<file path="config.mk">
export PLATFORM = sky130hd
export DESIGN_NAME = baud_tick_gen_flat
export DESIGN_NICKNAME = d
export VERILOG_FILES = /design/src/rtl/uart_pkg.sv /design/src/rtl/baud_tick_gen_if.sv /design/src/rtl/baud_prescaler.sv /design/src/rtl/baud_tick_gen.sv /design/src/flat_wrapper.sv
export SDC_FILE = /design/constraint.sdc
export NUM_CORES = 1
export LEC_CHECK = 0
export CAP_MARGIN = 15
export CORE_MARGIN = 2
export CORE_UTILIZATION = 47
export DETAILED_ROUTE_END_ITERATION = 6
export HOLD_SLACK_MARGIN = 0.05
export PLACE_DENSITY = 0.75
export SKIP_CTS_REPAIR_TIMING = 1
export SYNTH_ARGS = -nofsm -noshare
export SYNTH_HDL_FRONTEND = slang
export SYNTH_SLANG_ARGS = --single-unit
</file>
<file path="constraint.sdc">
create_clock -name fin -period 2.8 [get_ports fin]
set_input_delay 0.7 -clock fin [delete_from_list [all_inputs] [get_ports fin]]
set_output_delay 0.7 -clock fin [all_outputs]
set_load 0.005 [all_outputs]
</file>
<file path="src/rtl/uart_pkg.sv">
// uart_pkg: shared UART clocking constants, preset oversample divisors and the rounded-divisor helper
package uart_pkg;
  localparam int CLK_HZ_DEFAULT = 50_000_000;
  function automatic int calc_div(input int clk_hz, input int baud, input int os);
    return (clk_hz + baud * os / 2) / (baud * os);
  endfunction
  localparam int DIV_9600 = calc_div(CLK_HZ_DEFAULT, 9600, 16);
  localparam int DIV_19200 = calc_div(CLK_HZ_DEFAULT, 19200, 16);
  localparam int DIV_57600 = calc_div(CLK_HZ_DEFAULT, 57600, 16);
  localparam int DIV_115200 = calc_div(CLK_HZ_DEFAULT, 115200, 16);
endpackage

</file>
<file path="src/rtl/baud_tick_gen_if.sv">
// baud_tick_gen_if: control in (en, div_load, div_value, sync) and timing out (tick_os, tick_mid, tick_bit, baud_clk, div_cur)
interface baud_tick_gen_if #(
  parameter int DIV_W = 16
);
  logic en;
  logic div_load;
  logic [DIV_W-1:0] div_value;
  logic sync;
  logic tick_os;
  logic tick_mid;
  logic tick_bit;
  logic baud_clk;
  logic [DIV_W-1:0] div_cur;
  modport master(
    output en, div_load, div_value, sync,
    input tick_os, tick_mid, tick_bit, baud_clk, div_cur
  );
  modport slave(
    input en, div_load, div_value, sync,
    output tick_os, tick_mid, tick_bit, baud_clk, div_cur
  );
endinterface

</file>
<file path="src/rtl/baud_prescaler.sv">
// baud_prescaler: divisor register with clamp, oversample counter; wrap (comb, restart-suppressed) and registered tick_os, div_cur out
module baud_prescaler #(
  parameter int DIV_W = 16,
  parameter logic [DIV_W-1:0] DEFAULT_DIV = 27
) (
  input  logic             fin,
  input  logic             rst,
  input  logic             en,
  input  logic             div_load,
  input  logic [DIV_W-1:0] div_value,
  input  logic             clr,
  output logic             wrap,
  output logic             tick_os,
  output logic [DIV_W-1:0] div_cur
);
  logic [DIV_W-1:0] div_q, div_d, os_cnt_q, os_cnt_d;
  logic tick_os_q, tick_os_d;
  always_comb begin
    wrap = en && !div_load && !clr && os_cnt_q == div_q - DIV_W'(1);
    div_d = !div_load ? div_q : div_value < DIV_W'(2) ? DIV_W'(2) : div_value;
    os_cnt_d = (div_load || clr || wrap) ? '0 : en ? os_cnt_q + DIV_W'(1) : os_cnt_q;
    tick_os_d = wrap;
  end
  always_ff @(posedge fin) begin
    if (rst) begin
      div_q <= DEFAULT_DIV;
      os_cnt_q <= '0;
      tick_os_q <= 1'b0;
    end else begin
      div_q <= div_d;
      os_cnt_q <= os_cnt_d;
      tick_os_q <= tick_os_d;
    end
  end
  assign tick_os = tick_os_q;
  assign div_cur = div_q;
endmodule

</file>
<file path="src/rtl/baud_tick_gen.sv">
// baud_tick_gen: UART baud timing; fin clock, rst sync reset, bus slave carries en/div_load/div_value/sync in and tick_os/tick_mid/tick_bit/baud_clk/div_cur out
module baud_tick_gen
  import uart_pkg::*;
#(
  parameter int CLK_HZ = CLK_HZ_DEFAULT,
  parameter int BAUD = 115200,
  parameter int OVERSAMPLE = 16,
  parameter int DIV_W = 16,
  parameter int DEFAULT_DIV = calc_div(CLK_HZ, BAUD, OVERSAMPLE)
) (
  input logic fin,
  input logic rst,
  baud_tick_gen_if.slave bus
);
  localparam int BW = $clog2(OVERSAMPLE);
  localparam logic [BW-1:0] MID = BW'(OVERSAMPLE / 2 - 1);
  localparam logic [BW-1:0] LAST = BW'(OVERSAMPLE - 1);
  localparam logic [BW-1:0] HALF = BW'(OVERSAMPLE / 2);
  logic wrap;
  logic [BW-1:0] bit_cnt_q, bit_cnt_d;
  logic tick_mid_q, tick_mid_d, tick_bit_q, tick_bit_d, baud_clk_q, baud_clk_d;
  baud_prescaler #(
    .DIV_W(DIV_W),
    .DEFAULT_DIV(DIV_W'(DEFAULT_DIV))
  ) u_pre (
    .fin(fin),
    .rst(rst),
    .en(bus.en),
    .div_load(bus.div_load),
    .div_value(bus.div_value),
    .clr(bus.sync),
    .wrap(wrap),
    .tick_os(bus.tick_os),
    .div_cur(bus.div_cur)
  );
  always_comb begin
    bit_cnt_d = (bus.div_load || bus.sync) ? '0 : !wrap ? bit_cnt_q : bit_cnt_q == LAST ? '0 : bit_cnt_q + BW'(1);
    tick_mid_d = wrap && bit_cnt_q == MID;
    tick_bit_d = wrap && bit_cnt_q == LAST;
    baud_clk_d = bit_cnt_d >= HALF;
  end
  always_ff @(posedge fin) begin
    if (rst) begin
      bit_cnt_q <= '0;
      tick_mid_q <= 1'b0;
      tick_bit_q <= 1'b0;
      baud_clk_q <= 1'b0;
    end else begin
      bit_cnt_q <= bit_cnt_d;
      tick_mid_q <= tick_mid_d;
      tick_bit_q <= tick_bit_d;
      baud_clk_q <= baud_clk_d;
    end
  end
  assign bus.tick_mid = tick_mid_q;
  assign bus.tick_bit = tick_bit_q;
  assign bus.baud_clk = baud_clk_q;
endmodule

</file>
<file path="src/flat_wrapper.sv">
// flat-port wrapper written by rule: the top's interface ports become plain ports
module baud_tick_gen_flat import uart_pkg::*;
#(
  parameter int CLK_HZ = CLK_HZ_DEFAULT,
  parameter int BAUD = 115200,
  parameter int OVERSAMPLE = 16,
  parameter int DIV_W = 16,
  parameter int DEFAULT_DIV = calc_div(CLK_HZ, BAUD, OVERSAMPLE)
)
  (fin, rst, bus_en, bus_div_load, bus_div_value, bus_sync, bus_tick_os, bus_tick_mid, bus_tick_bit, bus_baud_clk, bus_div_cur);
  baud_tick_gen_if #(.DIV_W(DIV_W)) bus_i ();
  input logic fin;
  input logic rst;
  input wire logic [$bits(bus_i.en)-1:0] bus_en;
  input wire logic [$bits(bus_i.div_load)-1:0] bus_div_load;
  input wire logic [$bits(bus_i.div_value)-1:0] bus_div_value;
  input wire logic [$bits(bus_i.sync)-1:0] bus_sync;
  output wire logic [$bits(bus_i.tick_os)-1:0] bus_tick_os;
  output wire logic [$bits(bus_i.tick_mid)-1:0] bus_tick_mid;
  output wire logic [$bits(bus_i.tick_bit)-1:0] bus_tick_bit;
  output wire logic [$bits(bus_i.baud_clk)-1:0] bus_baud_clk;
  output wire logic [$bits(bus_i.div_cur)-1:0] bus_div_cur;
  assign bus_i.en = bus_en;
  assign bus_i.div_load = bus_div_load;
  assign bus_i.div_value = bus_div_value;
  assign bus_i.sync = bus_sync;
  assign bus_tick_os = bus_i.tick_os;
  assign bus_tick_mid = bus_i.tick_mid;
  assign bus_tick_bit = bus_i.tick_bit;
  assign bus_baud_clk = bus_i.baud_clk;
  assign bus_div_cur = bus_i.div_cur;
  baud_tick_gen #(.CLK_HZ(CLK_HZ), .BAUD(BAUD), .OVERSAMPLE(OVERSAMPLE), .DIV_W(DIV_W), .DEFAULT_DIV(DEFAULT_DIV)) u_core (.fin(fin), .rst(rst), .bus(bus_i));
endmodule
</file>
==> flow_metrics.py <==
metrics = {
    "status": {
        "status": "completed",
    },
    "clock_tree": {
        "cts_sinks": 39,
        "clkLatencyLatePin_ns": 0.30,
        "cts_tree": "built",
        "cts_buffers": 5,
        "clk_path_buf_depth": 2,
        "clk_pin_slew_ns": 0.08,
        "cts_max_level": 2,
        "clockRootBuffer": "clkbuf_8",
    },
    "logic_synthesis": {
        "syn-cell-area_sq_um": 2300,
        "yosys.area_share.simple_pct": 28.4,
        "synthCells": 262,
        "synth_cell_types": 50,
        "synth-compound-area-share_pct": 9.54,
        "synth_async_sr_flop_share_pct": 0,
        "muxShareOfSynthArea_pct": 9.21,
        "synth_fa_ha_area_share_pct": 1.63,
        "syn_nets": 286,
        "synth_top_family_by_area": "simple AND/OR/NAND/NOR gates",
        "synth_area_per_cell_sq_um": 8.76,
        "synth-main-ff-cell": "dfxtp_1",
        "synth-xor-area-share_pct": 13.0,
        "synth_edf_count": 0,
        "yosysWarnings": 0,
        "ys_seq_elements": 39,
        "ys_seq_area_share_pct": 34.0,
    },
    "cells_and_area": {
        "final_nets": 335,
        "design_area_sq_um": 2970,
        "final_layout_size_suffix_gt1_share_pct": 10.3,
        "n_fill_cell": 410,
        "multi_input_area_sq_um": 1420,
        "n_antenna_cell": 0,
        "layout_common_cells": "clkdlybuf4s50_1, dfxtp_1, nor3_1",
        "area_growth_pct": 29.4,
        "final_cells": 379,
        "final_common_cell": "clkdlybuf4s50_1",
        "seq_area_sq_um": 781,
    },
    "sta": {
        "slew_violations": 0,
        "fmax_ghz": 0.385,
        "finalCriticalPeriod_ns": 2.60,
        "worst_pin_slew_ns": 0.445,
        "period_share_pct": 92.8,
        "fin_skew_ns": 0.00541,
        "rsz0062_at_grt": "no",
        "fin_tns_setup_ns": 0,
        "max-slew-margin-rel_pct": 69.5,
        "finalSetupViolCount": 0,
        "hold_violations": 0,
        "setup_slack_ns": 0.201,
    },
    "min_path": {
        "hold_depth": 2,
        "holdCritPathClass": "reg2reg",
        "min_from": "u_core.bit_cnt_q[1]",
    },
    "detailed_routing": {
        "drtIter0Drc": 118,
        "top_layer": "met4",
        "vias": 2098,
        "wl_met2_um": 2620,
        "wl_per_cell_um": 14.8,
        "wirelength_um": 5600,
        "route.detailed.drc": 0,
        "ant_nets": 0,
        "wl_met1_um": 2640,
        "wl_met3_um": 242,
        "vias_per_cell": 5.54,
        "drtPass1Iterations": 4,
    },
    "flow_run": {
        "cap_violations": 0,
    },
    "die": {
        "start_util_pct": 48.6,
        "die_area_sq_um": 5460,
        "die_y_um": 73.9,
        "coreArea_sq_um": 4720,
        "die_w_um": 73.9,
        "rows": 25,
        "ios": 41,
    },
    "placement": {
        "io_buffers": 40,
        "dpl.hpwl_um": 4250,
        "place_inst": 370,
        "place.gp.congestion": 0.934,
        "place_area_sq_um": 2830,
        "dpl_worst_slack_ns": 0.182,
    },
    "critical_path": {
        "reg2reg_depth": 10,
        "critPathArrivalTime_ns": 2.83,
        "crit_type": "reg2reg",
        "endpoint_kind": "flip-flop",
        "critPathRequiredTime_ns": 3.03,
        "start_kind": "flip-flop",
        "r2r_start": "u_core.u_pre.div_cur[0]",
        "crit_start": "u_core.u_pre.div_cur[0]",
        "cp_max_fo": 19,
    },
    "pwr": {
        "powerDensity_nw_per_um2": 451,
        "p_leak_nw": 1.11,
        "total_power_mw": 1.34,
        "peakVddDrop_uv": 328,
    },
    "global_routing": {
        "antenna_found_initial": 0,
        "track_usage_pct": 22.2,
        "grt_pass1_wl_um": 9270,
        "grt.overflow.total": 0,
        "grt_pass1_vias": 1968,
        "grt_max_degree": 20,
    },
}
## Yosys cell counts, drive strengths merged (2+ instances only)
master | instances | area share [%]
xor2 | 20 | 7.6
nand4 | 9 | 2.5
nand4b | 2 | 0.76
o21ai | 2 | 0.44
nand3 | 8 | 1.7
nor2b | 3 | 0.82
a21oi | 3 | 0.65
o22ai | 2 | 0.54
nand2 | 19 | 3.1
nor2 | 21 | 3.4
o211ai | 2 | 0.65
dfxtp | 39 | 34
buf | 4 | 1.6
or3 | 2 | 0.54
nor4 | 9 | 3.8
nand3b | 5 | 1.8
and4 | 2 | 0.76
nor3 | 27 | 5.9
ha | 3 | 1.6
inv | 7 | 1.1
o221ai | 2 | 0.76
mux2i | 20 | 8.7
nor3b | 2 | 0.65
clkbuf | 9 | 1.5
and2 | 4 | 1.1
xnor2 | 14 | 5.3
and3 | 3 | 0.82
## critical path: stages (launching register included)
cell and delay [ns]:
dfxtp_1 0.37, inv_1 0.09, ha_1 0.24, buf_4 0.16, xnor2_1 0.12, nor2_1 0.05
o32a_1 0.37, or3_1 0.46, nor4_4 0.29, buf_12 0.20, mux2i_1 0.18
## logic make-up (layout without fill, tap and decap cells)
family / count (synthesis) / after routing
multiplexers: 21 / 21
XOR/XNOR: 34 / 34
flip-flops: 39 / 39
adder cells (fa/ha/maj): 3 / 3
buffers and inverters: 20 / 70
AND/OR/NAND/NOR: 118 / 118
AO/OA/AOI/OAI: 27 / 27
## registers in the layout (all words and copies together), names as in the netlist
name and flops:
u_core.u_pre.div_cur 16, u_core.u_pre.os_cnt_q 16, u_core.bit_cnt_q 3, u_core.bus.baud_clk 1
u_core.bus.tick_bit 1, u_core.bus.tick_mid 1, u_core.u_pre.tick_os 1
## where the power goes
group          total [mW]  switching [mW]  internal [mW]
logic               0.184          0.0845         0.0994
registers           0.592          0.0232          0.568
clock network       0.565           0.209          0.355
## cell type report
cell class              count  share of cell area [%]
repair buffers             55                    17.7
flip-flops and latches     39                    26.3
clock buffers               5                    2.32
clock inverters             3                    2.27
inverters                   7                   0.885
well taps                  67                    2.82
multi-input cells         203                    47.7
## per-stage QoR
| step | hold WS (ns) | util, % |
|---|---|---|
| 2_1_floorplan | 0.452 | - |
| 3_3_place_gp | 0.469 | 59.8 |
| 3_5_place_dp | 0.484 | 59.8 |
| 4_1_cts | 0.496 | 62.7 |
| 5_1_grt | 0.527 | 62.9 |
| 6_report | 0.487 | 62.9 |
## layer usage
layer  track usage, %  up-vias
met3             4.25       11
met1             29.8      977
met4             8.08        0
li1                 -     1048
met2             35.3       62
met5                0        -
## path summary, 6_finish.rpt
| check | slack [ns] | endpoint |
|---|---|---|
| max | 0.20 | u_core.bit_cnt_q[0] |
| min | 0.49 | u_core.bit_cnt_q[1] |
| max reg2reg | 0.20 | u_core.bit_cnt_q[0] |
| min reg2reg | 0.49 | u_core.bit_cnt_q[1] |
Power figures use the tool's default switching activity.
